<file path="config.mk">
export PLATFORM = sky130hd
export DESIGN_NAME = ddiff_arb
export DESIGN_NICKNAME = d
export VERILOG_FILES = /design/src/rtl/ddiff_arb.sv
export SDC_FILE = /design/constraint.sdc
export NUM_CORES = 1
export LEC_CHECK = 0
export CAP_MARGIN = 20
export CELL_PAD_IN_SITES_DETAIL_PLACEMENT = 0
export CELL_PAD_IN_SITES_GLOBAL_PLACEMENT = 1
export CORE_ASPECT_RATIO = 0.9
export CORE_MARGIN = 3
export CORE_UTILIZATION = 40
export CTS_CLUSTER_DIAMETER = 100
export DETAILED_ROUTE_END_ITERATION = 6
export PLACE_DENSITY_LB_ADDON = 0.1
export SLEW_MARGIN = 5
export SYNTH_ARGS = -nofsm -noshare
export SYNTH_HDL_FRONTEND = slang
export SYNTH_SLANG_ARGS = --single-unit
</file>
<file path="constraint.sdc">
create_clock -name clk -period 8.74 [get_ports clk]
set_input_delay 0.874 -clock clk [delete_from_list [all_inputs] [get_ports clk]]
set_output_delay 0.874 -clock clk [all_outputs]
set_load 0.01 [all_outputs]
</file>
<file path="src/rtl/ddiff_arb.sv">
// ddiff_arb: round-robin shared sign-magnitude delayed-difference unit.
// Ports:
//   clk, rst               clock, async active-high reset
//   req, din_mag, din_sign per-channel sample requests (channel k at [k*W +: W])
//   gnt                    one-hot combinational grant (sample consumed)
//   clr_hist               synchronous clear of all channel histories
//   out_valid, out_ready   single-entry result register handshake
//   out_mag, out_sign      result A(n) - A(n-1), sign-magnitude, no -0
//   out_ch, out_ovf        producing channel, magnitude saturated flag
module ddiff_arb #(
    parameter int NCH = 4,
    parameter int W   = 16
) (
    input  logic                     clk,
    input  logic                     rst,
    input  logic [NCH-1:0]           req,
    input  logic [NCH*W-1:0]         din_mag,
    input  logic [NCH-1:0]           din_sign,
    output logic [NCH-1:0]           gnt,
    input  logic                     clr_hist,
    output logic                     out_valid,
    input  logic                     out_ready,
    output logic [W-1:0]             out_mag,
    output logic                     out_sign,
    output logic [$clog2(NCH)-1:0]   out_ch,
    output logic                     out_ovf
);

    localparam int CW = $clog2(NCH);

    localparam logic [0:0] ST_IDLE = 1'b0;
    localparam logic [0:0] ST_FULL = 1'b1;

    logic [0:0]    state;
    logic [CW-1:0] ptr;

    logic [W-1:0]  hist_mag  [NCH];
    logic          hist_sign [NCH];

    logic          can_accept;
    logic          found;
    logic [CW-1:0] gidx;
    int            j;

    logic [W-1:0]  a_mag;
    logic          a_sign;
    logic [W-1:0]  b_mag;
    logic          b_sign;
    logic [W:0]    sum;
    logic [W-1:0]  r_mag;
    logic          r_sign;
    logic          r_ovf;

    assign out_valid  = (state == ST_FULL);
    assign can_accept = !out_valid || out_ready;

    // Scan upward from the pointer with wrap; first requester wins.
    always_comb begin
        gnt   = '0;
        gidx  = '0;
        found = 1'b0;
        j     = 0;
        if (!rst && can_accept) begin
            for (int i = 0; i < NCH; i++) begin
                j = int'(ptr) + i;
                if (j >= NCH) begin
                    j = j - NCH;
                end
                if (!found && req[j]) begin
                    found  = 1'b1;
                    gidx   = CW'(j);
                    gnt[j] = 1'b1;
                end
            end
        end
    end

    assign a_mag  = din_mag[gidx*W +: W];
    assign a_sign = din_sign[gidx];
    assign b_mag  = hist_mag[gidx];
    assign b_sign = hist_sign[gidx];
    assign sum    = {1'b0, a_mag} + {1'b0, b_mag};

    // Equal signs subtract magnitudes; opposite signs add them and
    // saturate on carry out. Sign of a zero result is forced positive.
    always_comb begin
        r_mag  = '0;
        r_sign = 1'b0;
        r_ovf  = 1'b0;
        if (a_sign == b_sign) begin
            if (a_mag >= b_mag) begin
                r_mag  = a_mag - b_mag;
                r_sign = a_sign;
            end else begin
                r_mag  = b_mag - a_mag;
                r_sign = !a_sign;
            end
        end else begin
            r_sign = a_sign;
            if (sum[W]) begin
                r_mag = '1;
                r_ovf = 1'b1;
            end else begin
                r_mag = sum[W-1:0];
            end
        end
        if (r_mag == '0) begin
            r_sign = 1'b0;
        end
    end

    always_ff @(posedge clk or posedge rst) begin
        if (rst) begin
            state    <= ST_IDLE;
            ptr      <= '0;
            out_mag  <= '0;
            out_sign <= 1'b0;
            out_ch   <= '0;
            out_ovf  <= 1'b0;
        end else begin
            case (state)
                ST_IDLE: begin
                    if (found) begin
                        state <= ST_FULL;
                    end
                end
                ST_FULL: begin
                    if (!found && out_ready) begin
                        state <= ST_IDLE;
                    end
                end
                default: state <= ST_IDLE;
            endcase
            if (found) begin
                out_mag  <= r_mag;
                out_sign <= r_sign;
                out_ch   <= gidx;
                out_ovf  <= r_ovf;
                if (gidx == CW'(NCH - 1)) begin
                    ptr <= '0;
                end else begin
                    ptr <= gidx + 1'b1;
                end
            end
        end
    end

    // Clear takes priority over the granted channel's update.
    always_ff @(posedge clk or posedge rst) begin
        if (rst) begin
            for (int k = 0; k < NCH; k++) begin
                hist_mag[k]  <= '0;
                hist_sign[k] <= 1'b0;
            end
        end else begin
            for (int k = 0; k < NCH; k++) begin
                if (clr_hist) begin
                    hist_mag[k]  <= '0;
                    hist_sign[k] <= 1'b0;
                end else if (gnt[k]) begin
                    hist_mag[k]  <= din_mag[k*W +: W];
                    hist_sign[k] <= din_sign[k] && (din_mag[k*W +: W] != '0);
                end
            end
        end
    end

endmodule

</file>
==> results list <==
- EDFF count, synth: 0
- Main combinational cell family by area after synthesis: multiplexers
* Slowest-stage cell, CP: sky130_fd_sc_hd__buf_4
* Final RePlAce weighted congestion: ~0.9
- The flow ran to the end, and the final reports show no timing, DRC or antenna violations.
- Cell internal power was estimated by the tool at 1.632 mW.
* Port bufs: 100
- The tree is rooted in a sky130_fd_sc_hd__clkbuf_16.
- Maximum ir drop on the vdd rail: 0.1650 mV
- The clock reaches the later pin of the worst-skew pair after between 300 and 400 ps.
- Share of the yosys chip area belonging to registers: 0.2931
* Number of maximum-capacitance constraint violations: 0
- Sequential fraction of design power: 0.184
- The largest total area in the synthesized netlist belongs to sky130_fd_sc_hd__dfrtp_1.
- Width of the chip: between 150 and 200 um
- Of the available clock period, the critical path in the final layout requires 0.8707.
* Critical path cell sequence: clkdlybuf4s50_1 -> clkinv_2 -> nand2_1 -> o31ai_1 -> a21oi_1 -> nor2_4 -> buf_4 -> mux2i_1 -> mux2i_1 -> inv_1 -> fa_1 -> o21bai_1 -> nand3_1 -> a31o_2 -> or4_1 -> a21oi_1 -> o2bb2ai_1 -> buf_4 -> nor3b_1 -> o32ai_1 -> a211oi_1 -> nor4b_2 -> a31oi_1
- Count of hold buffers inserted by post-cts repair: 0
- Post-synthesis share of cell area spent on xor and xnor gates: 0.009019
- For this run, global-route usage on met1 was measured as 0.3148.
- The portion of synthesized area spent on multiplexers is 0.2248.
- Aggregate routed wire length: 25230 um
* Dominant cell by count in the synthesized netlist: sky130_fd_sc_hd__mux2i_1
- The Yosys step of the flow raised 0 warnings.
- Post-route DRC: 0
- The final layout contains between 1000 and 1500 nets.
- The final count of hold timing violations came to 0.
* TritonCTS buffer count: 9
* Number of global-route vias before repair: 7031
* Net count of the mapped netlist: approximately 1000
- The critical path in this run is classified as in -> reg.
- Most Crowded Layer GR: met2
- Setup violations remaining at the end of the flow were counted as 0.
* Post-CTS Repair Setup Buffers: 0
- Leakage power total: 3.895 nW
- Power density of the placed cells: roughly 340 nW/um^2
- Of the total synthesized cell area, the portion taken by AND, OR, NAND and NOR gates is 0.1612.
- Required time of the critical path: roughly 9000 ps
* Clock tree from TritonCTS: yes
- Capturing element type of the critical path: register
- For this run, the slowest stage of the critical path takes 820 ps.
* Antenna viol nets, final: 0
- After synthesis, the share of flip-flops with an asynchronous set or reset is 1.000.
* Number of distinct library cells after synthesis: 68
* Per-cell routed wire length: between 20 and 25 um
- Number of antenna violations at the first check in global routing: 0
* I/O pin count: 101
- On the final layout, the worst clock skew is 7.779 ps.
* Half-perimeter wire length after placement: roughly 20000 um
- For this run, the top clock speed supported by timing is about 130 MHz.
- Number of sinks driven by the clock tree: 91
- The first global-routing pass estimated around 40000 um of wire.
- The complex-gate fraction of the synthesized area was 0.1646.
- Met3 Usage GRT: 0.04094
* Post-layout min period: 7610 ps
* Most frequently used flop master after synthesis: sky130_fd_sc_hd__dfrtp_1
- The pre-antenna-repair detailed-routing pass consisted of 5 iterations.
- Averaged over all synthesized cells, the footprint is about 8.9 sq um.
* Max-slew violation total from the final report: 0
* Most common library cells after synthesis: sky130_fd_sc_hd__mux2i_1 (152), sky130_fd_sc_hd__nor2_1 (108), sky130_fd_sc_hd__dfrtp_1 (91), sky130_fd_sc_hd__inv_1 (55), sky130_fd_sc_hd__a21oi_1 (54)
- Global routing finished with a remaining overflow of 0.
- Hold_ws: ~480 ps
- Setup Total Neg Slack: 0 ps
- The floorplan step defined a die boundary enclosing between 20000 and 25000 sq um.
* Top cell type's share of synthesized area: 0.2931
- For the worst setup path, the data arrival time is about 7900 ps.
- Maximum root-to-sink buffer count: 2
* Switch Pwr: about 1.6 mW
* Die extent in y: ~140 um
- The share of total power dissipated in combinational logic is 0.685.
- All-Layer GR Usage: 0.2355
- Area contributors post-synth: sky130_fd_sc_hd__dfrtp_1 (29%), sky130_fd_sc_hd__mux2i_1 (20%), sky130_fd_sc_hd__ha_1 (8.4%), sky130_fd_sc_hd__nor2_1 (5.2%), sky130_fd_sc_hd__a21oi_1 (3.5%)
- Diode insertion count for antenna repair: 0
- After floorplanning, the core was divided into 47 placement rows.
* Post-Syn Area: roughly 8000 sq um
* Worst slew slack as a fraction of its limit: 0.2571
- #FFs+latches synth: 91
- Core Footprint: about 19000 sq um
- Detailed-route via count: ~7000
* Pin count of the biggest net entering global routing: 69
* Type of the worst min-delay path: reg -> reg
- Kind of start point of the critical path: input pin
- Setup repair after global routing missed its margin: false
- For the pin with the worst max-slew slack, the measured transition is 1110 ps.
- The clock tree synthesis step divided the H-tree into 3 levels.
- Met2 track demand over resource in global routing: 0.3944
* Worst path bufs/invs: 5
* Portion of total power attributed to the clock network: 0.131
- Of the total synthesized cell area, the portion taken by full adders, half adders and majority gates is 0.09148.
* Fraction of power spent switching nets: 0.4881
- In this run, post-CTS repair resized a total of 0 instances.
- Routed vias/inst: a little under 6
- The initial utilization of the core area, before any placement, comes to 0.4154.
- The first routing iteration left ~470 violations.
* Highest fanout seen on the critical path: 65
* Post-synthesis cell count: approximately 870
- CTS clk-pin slew, worst paths: approximately 70 ps
- Of the cells placed in the final design, the portion with a size suffix greater than 1 is 0.07053.
- Area delta synth->final: 19.17%
- Cell family with most CP delay: compound AO/OA/AOI/OAI gates
==> sequential cells by signal (all words and copies together), names as in the netlist <==
name       count
ptr            2
out_ovf        1
hist_mag      64
out_mag       16
out_sign       1
out_valid      1
out_ch         2
hist_sign      4
==> cells by family after synthesis <==
logic type               Yosys count
AND/OR/NAND/NOR                  257
AO/OA/AOI/OAI                    188
multiplexers                     169
buffers and inverters            106
flip-flops                        91
adder cells (fa/ha/maj)           55
XOR/XNOR                           8
==> worst paths after layout <==
path / start / end / slack [ps] / cells after the start
worst max register to register: ptr[0] / out_sign / 1240 / 21
worst min register to register: out_mag[2] / out_mag[2] / 480 / 2
max in group asynchronous: rst / hist_mag[28] / 6530 / 3
min in group asynchronous: rst / hist_mag[17] / 970 / 2
worst max-delay path: rst / out_sign / 1130 / 23
worst min-delay path: out_mag[2] / out_mag[2] / 480 / 2
==> power by group through the flow <==
stage | Clock (mW) | Sequential [mW] | Combinational, mW
after detailed placement | 0 | 0.595 | 2.16
after floorplan | 0 | 0.589 | 1.53
after CTS | 0.429 | 0.588 | 2.17
after global placement | 0 | 0.590 | 2.16
final | 0.417 | 0.586 | 2.19
after global routing | 0.445 | 0.602 | 2.37
==> layout make-up <==
type	instances	area [sq um]
Timing Repair Buffer	111	1079
Inverter	55	207.7
Fill cell	1768	9443
Sequential cell	91	2277
Tap cell	245	306.5
Clock buffer	9	225.2
Clock inverter	7	83.83
Multi-Input combinational cell	677	5079
==> worst min-delay path, cell delays in order (launching register included) <==
cell and delay (ps):
sky130_fd_sc_hd__dfrtp_1 340, sky130_fd_sc_hd__nand2_1 50, sky130_fd_sc_hd__nand2_1 50
==> layer usage <==
| metal | up-vias | part of all wire | wire (um) |
|---|---|---|---|
| li1 | 3290 | - | - |
| met1 | 3465 | 0.44 | 11120 |
| met2 | 231 | 0.48 | 12170 |
| met3 | 38 | 0.051 | 1299 |
| met4 | 0 | 0.025 | 636 |
| met5 | - | 0 | 0 |
==> cell usage in the layout, fill, tap and decap left out, drive strengths merged, types with 6 or more instances in the layout <==
master,count
nand4,7
o21ai,29
or2,6
nand3,7
a22oi,6
mux2,14
nor2b,9
ha,52
o211ai,9
nand2b,9
and2,6
nand2,52
or3,7
a21oi,54
a31oi,8
dfrtp,91
mux2i,152
clkbuf,9
clkdlybuf4s50,99
a21o,13
inv,58
buf,12
o221ai,7
o32ai,9
a221oi,6
nor2,108
nor3,12
nor4,20
o31ai,6
==> through the flow <==
stage	std cells	total power [mW]	setup slack [ps]	utilization	instance area, sq um
final	1195	3.188	1130	0.4950	9258
after global routing	1195	3.417	488.3	0.4950	9258
after CTS	1195	3.184	1078	0.4950	9258
after detailed placement	1179	2.755	735.3	0.4785	8949
after global placement	1179	2.751	891.5	0.4785	8949
after floorplan	874	2.120	424.6	-	7769
Power figures use the tool's default switching activity.
